$ cat src/rtl/hazard_ctrl.sv
// Hazard detection, operand-forwarding selects and multiply/divide occupancy
// tracking for a five-stage MIPS pipeline (IF/ID, ID/EX, EX/MEM, MEM/WB).
module hazard_ctrl #(
    parameter int MULT_CYCLES = 5,
    parameter int DIV_CYCLES  = 10
) (
    input  logic        clk,
    input  logic        reset,
    input  logic [31:0] Instr_FD,
    input  logic [31:0] Instr_DE,
    input  logic [31:0] Instr_EM,
    input  logic [31:0] Instr_MW,
    input  logic        RegWrite_DE,
    input  logic        RegWrite_EM,
    input  logic        RegWrite_MW,
    output logic        stall,
    output logic        forwardMD1,
    output logic        forwardMD2,
    output logic        forwardWD1,
    output logic        forwardWD2,
    output logic        forwardME1,
    output logic        forwardME2,
    output logic        forwardWE1,
    output logic        forwardWE2,
    output logic        forwardWM,
    output logic        mdu_busy,
    output logic [31:0] stall_cnt
);

    localparam logic [5:0] OP_SPECIAL = 6'b000000;
    localparam logic [5:0] OP_ORI     = 6'b001101;
    localparam logic [5:0] OP_LUI     = 6'b001111;
    localparam logic [5:0] OP_LW      = 6'b100011;
    localparam logic [5:0] OP_SW      = 6'b101011;
    localparam logic [5:0] OP_BEQ     = 6'b000100;
    localparam logic [5:0] OP_JAL     = 6'b000011;
    localparam logic [5:0] FN_ADDU    = 6'b100001;
    localparam logic [5:0] FN_SUBU    = 6'b100011;
    localparam logic [5:0] FN_JR      = 6'b001000;

    localparam int MAX_CYC = (MULT_CYCLES > DIV_CYCLES) ? MULT_CYCLES : DIV_CYCLES;
    localparam int CNT_W   = $clog2(MAX_CYC + 1);
    localparam logic [CNT_W-1:0] MULT_LOAD = CNT_W'(MULT_CYCLES);
    localparam logic [CNT_W-1:0] DIV_LOAD  = CNT_W'(DIV_CYCLES);
    localparam logic [CNT_W-1:0] CNT_ONE   = CNT_W'(1);

    localparam logic [0:0] ST_IDLE = 1'b0;
    localparam logic [0:0] ST_BUSY = 1'b1;

    function automatic logic is_alu_r(input logic [31:0] ins);
        return (ins[31:26] == OP_SPECIAL) && (ins[5:0] == FN_ADDU || ins[5:0] == FN_SUBU);
    endfunction

    function automatic logic is_alu_i(input logic [31:0] ins);
        return (ins[31:26] == OP_ORI) || (ins[31:26] == OP_LUI);
    endfunction

    function automatic logic is_lw(input logic [31:0] ins);
        return ins[31:26] == OP_LW;
    endfunction

    function automatic logic is_sw(input logic [31:0] ins);
        return ins[31:26] == OP_SW;
    endfunction

    function automatic logic is_beq(input logic [31:0] ins);
        return ins[31:26] == OP_BEQ;
    endfunction

    function automatic logic is_jr(input logic [31:0] ins);
        return (ins[31:26] == OP_SPECIAL) && (ins[5:0] == FN_JR);
    endfunction

    function automatic logic is_jal(input logic [31:0] ins);
        return ins[31:26] == OP_JAL;
    endfunction

    // mult/multu/div/divu share funct 0110xx; mfhi/mthi/mflo/mtlo share 0100xx.
    function automatic logic is_md_start(input logic [31:0] ins);
        return (ins[31:26] == OP_SPECIAL) && (ins[5:2] == 4'b0110);
    endfunction

    function automatic logic is_md_move(input logic [31:0] ins);
        return (ins[31:26] == OP_SPECIAL) && (ins[5:2] == 4'b0100);
    endfunction

    // A stage that does not write, or writes $0, reports dest 0 and never matches.
    function automatic logic [4:0] dest_of(input logic [31:0] ins, input logic we);
        logic [4:0] d;
        d = 5'd0;
        if (is_alu_r(ins))
            d = ins[15:11];
        else if (is_alu_i(ins) || is_lw(ins))
            d = ins[20:16];
        else if (is_jal(ins))
            d = 5'd31;
        return we ? d : 5'd0;
    endfunction

    logic [4:0]       dest_de, dest_em, dest_mw;
    logic [1:0]       tnew_de, tnew_em;
    logic [1:0][4:0]  src_fd, src_de;
    logic [1:0]       use_fd;
    logic [1:0][1:0]  tuse_fd;
    logic [1:0]       stall_src, fwd_md, fwd_wd, fwd_me, fwd_we;
    logic             data_stall, mdu_stall, md_start_de;

    logic [0:0]       state_reg, state_next;
    logic [CNT_W-1:0] cnt_reg, cnt_next;
    logic [31:0]      stall_cnt_reg, stall_cnt_next;

    assign dest_de = dest_of(Instr_DE, RegWrite_DE);
    assign dest_em = dest_of(Instr_EM, RegWrite_EM);
    assign dest_mw = dest_of(Instr_MW, RegWrite_MW);
    assign tnew_de = is_lw(Instr_DE) ? 2'd2 : 2'd1;
    assign tnew_em = is_lw(Instr_EM) ? 2'd1 : 2'd0;

    always_comb begin
        src_fd[0] = Instr_FD[25:21];
        src_fd[1] = Instr_FD[20:16];
        src_de[0] = Instr_DE[25:21];
        src_de[1] = Instr_DE[20:16];
        use_fd    = 2'b00;
        tuse_fd   = '0;
        if (is_beq(Instr_FD)) begin
            use_fd = 2'b11;
        end else if (is_jr(Instr_FD)) begin
            use_fd = 2'b01;
        end else if (is_alu_r(Instr_FD)) begin
            use_fd     = 2'b11;
            tuse_fd[0] = 2'd1;
            tuse_fd[1] = 2'd1;
        end else if (is_alu_i(Instr_FD) || is_lw(Instr_FD)) begin
            use_fd     = 2'b01;
            tuse_fd[0] = 2'd1;
        end else if (is_sw(Instr_FD)) begin
            use_fd     = 2'b11;
            tuse_fd[0] = 2'd1;
            tuse_fd[1] = 2'd2;
        end
    end

    // Forward selects compare the raw rs/rt fields; an unused field only steers a dead mux.
    genvar gi;
    generate
        for (gi = 0; gi < 2; gi++) begin : g_src
            assign stall_src[gi] = use_fd[gi] &&
                ((dest_de != 5'd0 && dest_de == src_fd[gi] && tnew_de > tuse_fd[gi]) ||
                 (dest_em != 5'd0 && dest_em == src_fd[gi] && tnew_em > tuse_fd[gi]));
            assign fwd_md[gi] = (dest_em != 5'd0) && (dest_em == src_fd[gi]) &&
                                (tnew_em == 2'd0) && !stall;
            assign fwd_wd[gi] = (dest_mw != 5'd0) && (dest_mw == src_fd[gi]) && !fwd_md[gi];
            assign fwd_me[gi] = (dest_em != 5'd0) && (dest_em == src_de[gi]) &&
                                (tnew_em == 2'd0);
            assign fwd_we[gi] = (dest_mw != 5'd0) && (dest_mw == src_de[gi]) && !fwd_me[gi];
        end
    endgenerate

    assign md_start_de = is_md_start(Instr_DE);
    assign data_stall  = |stall_src;
    assign mdu_stall   = (is_md_start(Instr_FD) || is_md_move(Instr_FD)) &&
                         (mdu_busy || md_start_de);
    assign stall       = data_stall || mdu_stall;

    assign forwardMD1 = fwd_md[0];
    assign forwardMD2 = fwd_md[1];
    assign forwardWD1 = fwd_wd[0];
    assign forwardWD2 = fwd_wd[1];
    assign forwardME1 = fwd_me[0];
    assign forwardME2 = fwd_me[1];
    assign forwardWE1 = fwd_we[0];
    assign forwardWE2 = fwd_we[1];
    assign forwardWM  = is_sw(Instr_EM) && (dest_mw != 5'd0) && (Instr_EM[20:16] == dest_mw);

    assign mdu_busy  = (state_reg == ST_BUSY);
    assign stall_cnt = stall_cnt_reg;

    // A start seen while already busy is ignored: the FD stall keeps it from reaching DE.
    always_comb begin
        state_next     = state_reg;
        cnt_next       = cnt_reg;
        stall_cnt_next = stall_cnt_reg;
        if (stall && stall_cnt_reg != 32'hFFFF_FFFF)
            stall_cnt_next = stall_cnt_reg + 32'd1;
        case (state_reg)
            ST_IDLE: begin
                if (md_start_de) begin
                    state_next = ST_BUSY;
                    cnt_next   = Instr_DE[1] ? DIV_LOAD : MULT_LOAD;
                end
            end
            default: begin
                if (cnt_reg == CNT_ONE) begin
                    state_next = ST_IDLE;
                    cnt_next   = '0;
                end else begin
                    cnt_next = cnt_reg - CNT_ONE;
                end
            end
        endcase
    end

    always_ff @(posedge clk) begin
        if (!reset) begin
            state_reg     <= ST_IDLE;
            cnt_reg       <= '0;
            stall_cnt_reg <= 32'd0;
        end else begin
            state_reg     <= state_next;
            cnt_reg       <= cnt_next;
            stall_cnt_reg <= stall_cnt_next;
        end
    end

endmodule

$ cat config.mk
export PLATFORM = sky130hd
export DESIGN_NAME = hazard_ctrl
export DESIGN_NICKNAME = d
export VERILOG_FILES = /design/src/rtl/hazard_ctrl.sv
export SDC_FILE = /design/constraint.sdc
export NUM_CORES = 1
export LEC_CHECK = 0
export ABC_AREA = 1
export CAP_MARGIN = 30
export CORE_ASPECT_RATIO = 1.4
export CORE_MARGIN = 3
export CORE_UTILIZATION = 44
export CTS_CLUSTER_DIAMETER = 30
export DETAILED_ROUTE_END_ITERATION = 16
export HOLD_SLACK_MARGIN = 0.06
export PLACE_DENSITY = 0.83
export SKIP_LAST_GASP = 1
export SLEW_MARGIN = 20
export SYNTH_ARGS = -nofsm -noshare
export SYNTH_HDL_FRONTEND = slang
export SYNTH_SLANG_ARGS = --single-unit
$ cat constraint.sdc
create_clock -name clk -period 3.1 [get_ports clk]
set_clock_uncertainty 0.05 [all_clocks]
set_input_delay 0.465 -clock clk [delete_from_list [all_inputs] [get_ports clk]]
set_output_delay 0.465 -clock clk [all_outputs]
set_load 0.1 [all_outputs]
==> out/metrics.cfg <==
[outcome]
run_status=finished, violations left
violations=setup timing

[routing]
via_count=6012
drt_iter0_markers=345
viasPerCell=5.58
drtAntennaViolNets=0
finalWirelength_um=18300
drt-pass1-iter-count=5
drc=0
drt-wirelength-per-cell_um=17.0

[synth]
syn_nets=858
ys_ff_latch=37
yosys_warnings=0
synth.distinct_cells=39
syn_inst=719
synth_sequential_area_ratio_pct=18.0
avgSynthCellArea_um2=5.73
syn-cell-area_um2=4120

[layout]
syn2layout_area_growth_pct=74.5
insertedDiodeCount=0
stdcell_count=1078
nFillCells=642
final_layout_size_suffix_gt1_share_pct=35.6
layout.nets=1109
final_area_um2=7190
largest_reg_flops=32
multi_input_area_um2=3540
ff_latch_area_um2=741

[timing]
hold_ws_ps=458
rsz0062_at_grt=yes
layout_setup_ws_ps=-40.8
hold_viol=0
max_freq_mhz=318
slew_violations=0
tns_ps=-72.0
worst_pin_slew_ps=671
slew_headroom_pct=54.8
fin_crit_ps=3140
period_share_pct=101
setup_viol=4

[clocking]
insertion_delay_ps=290
cts.sinks=37
htreeDepth=2
cts_buffers=5
hold_buffers=0
cts.path.max_buffers=2
cts_tree=done
clk_pin_slew_ps=60
clockRootBuffer=clkbuf_16

[critical_path]
slowest_delay_ps=320
end_kind=output port
crit_fanout=6
cp_num_buf_inv=4
crit_family=simple AND/OR/NAND/NOR gates
crit_type=input port to output port
path_cells=clkdlybuf4s15_1, nand3b_1, nor2_2, nand2_4, o21ai_2, inv_2, buf_6, nand3_2, nand2_2, nand3_2, nor2_1, nand2_1, nand2_1, nand2_2, nand3_4, nor3_4, nor2_4, buf_12
cp_slowest_cell=nor3_4
required_ps=2580
arrival_ps=2630
crit_path_start_kind=input port

[global_route]
grt_pass1_wl_um=27700
overflow=0
track_usage_pct=32.4
antenna_found_initial=0
grt_pass1_vias=5997
grt_max_degree=32

[floorplan]
dieArea_um2=10600
die_w_um=87.8
ios=176
rows=41
initial_utilization_pct=45.4
coreArea_um2=9080
die_h_um=120

[power_and_ir_drop]
leakagePower_nw=3.33
power-per-cell-area_nw_per_um2=210
peakVddDrop_mv=0.175

[place]
dp_cells=1033
dp_hpwl_um=13300
placed_cell_area_um2=6340
place_congestion=0.967
portBuffers=138

[worst_hold_path]
holdCritPathClass=flip-flop to flip-flop

[job]
max-cap-violations=0

-- cells in the final DEF, fill, tap and decap left out, types with 11 or more instances in the layout --
| cell | instances |
|---|---|
| nand2_2 | 32 |
| clkdlybuf4s50_1 | 54 |
| nor4_1 | 12 |
| nor2_2 | 14 |
| nor2_1 | 47 |
| dfxtp_1 | 37 |
| buf_12 | 11 |
| buf_4 | 138 |
| nand2_1 | 171 |
| nor3_1 | 15 |
| nor2_4 | 14 |
| a21oi_1 | 36 |
| nand2_4 | 15 |
| buf_6 | 18 |
| xnor2_1 | 14 |
| nand4_1 | 21 |
| inv_2 | 19 |
| clkbuf_2 | 16 |
| nand3_2 | 16 |
| nand3_1 | 65 |
| xor2_1 | 34 |
| inv_1 | 70 |
-- per-layer routing --
layer	share of wire [%]	track usage [%]	vias up
li1	-	-	2864
met4	5.5	15.7	0
met3	6.3	4.77	88
met5	0	0	-
met2	53	60.3	300
met1	35	34.5	2760
-- Yosys cell counts --
library cell  number  share of area [%]
a211oi_1           3               0.55
a21oi_1           38                4.6
a21oi_2            2               0.43
a221oi_1           1               0.21
a22o_1             1               0.21
a31oi_1            1               0.15
buf_2              1               0.12
buf_4              3               0.55
buf_6              3               0.82
clkbuf_1           6               0.55
clkinv_1           1              0.091
dfxtp_1           37                 18
ha_1               6                1.8
inv_1             89                8.1
inv_2              3               0.27
nand2_1          208                 19
nand2_2            9                1.4
nand2_4            2               0.55
nand3_1           80                9.7
nand3_2            2               0.49
nand3_4            1               0.43
nand3b_1           4               0.73
nand4_1           21                3.2
nor2_1            69                6.3
nor2_2             3               0.46
nor2_4             3               0.82
nor3_1            20                2.4
nor3b_1            3               0.55
nor3b_2            1               0.30
nor4_1            14                2.1
nor4b_1            1               0.21
o2111ai_1          2               0.43
o21ai_0           20                2.4
o21ai_1            6               0.73
o21ai_2            1               0.21
o22ai_1            4               0.61
or2_2              2               0.30
xnor2_1           14                3.0
xor2_1            34                7.2
-- worst register-to-register path: stages, from the launching register on --
cell      delay, ps
dfxtp_1         330
ha_1            170
nand2_1         160
nor2_1          170
nand2_1         110
nor3_1          160
nand4_1         110
nor3b_1         190
buf_4           170
nand3_1         130
buf_4           290
nand3b_1        140
nand2_1          70
nor2_1          100
-- cell families after synthesis --
logic type | Yosys count | share of synthesized area, %
AO/OA/AOI/OAI | 79 | 10.6
buffers and inverters | 106 | 10.5
AND/OR/NAND/NOR | 443 | 48.9
XOR/XNOR | 48 | 10.2
adder cells (fa/ha/maj) | 6 | 1.82
flip-flops | 37 | 18.0
-- path summary, 6_finish.rpt --
| path | startpoint | depth (start not counted) | endpoint | slack [ps] |
|---|---|---|---|---|
| setup / recovery | Instr_DE[2] | 18 | forwardWD1 | -40 |
| hold / removal | mdu_busy | 1 | mdu_busy | 460 |
| setup reg to reg | stall_cnt[1] | 13 | stall_cnt[1] | 700 |
| hold reg to reg | mdu_busy | 1 | mdu_busy | 460 |
-- metrics by stage --
stage	util, %	power, W	worst slack, ps
floorplan	-	0.000621	-490
global placement	69.8	0.000841	-363
detailed placement	69.8	0.000851	-496
CTS	75.9	0.00147	2.89
global route	79.2	0.00157	-171
finish	79.2	0.00151	-40.8
-- cell type report --
type	instances	share of cell area, %
timing repair buffer	257	31.2
inverter	93	5.01
sequential	37	10.3
clock inverter	1	0.418
tap	107	1.86
clock buffer	7	1.98
multi-input combinational	576	49.2
-- power breakdown --
part | internal [W] | switching, W | leakage, nW
Sequential | 0.000476 | 0.000000118 | 0.298
Clock | 0.000402 | 0.000200 | 0.0841
Combinational | 0.000216 | 0.000219 | 2.95
Total | 0.00109 | 0.000418 | 3.33
-- timing repair --
item                       CTS  global route
pin swaps                   89            80
cloned                       1             0
setup endpoints to repair   35            10
buffers inserted            27            10
gates resized for setup    159           116
Note: power is estimated with default switching activity, not from simulation.
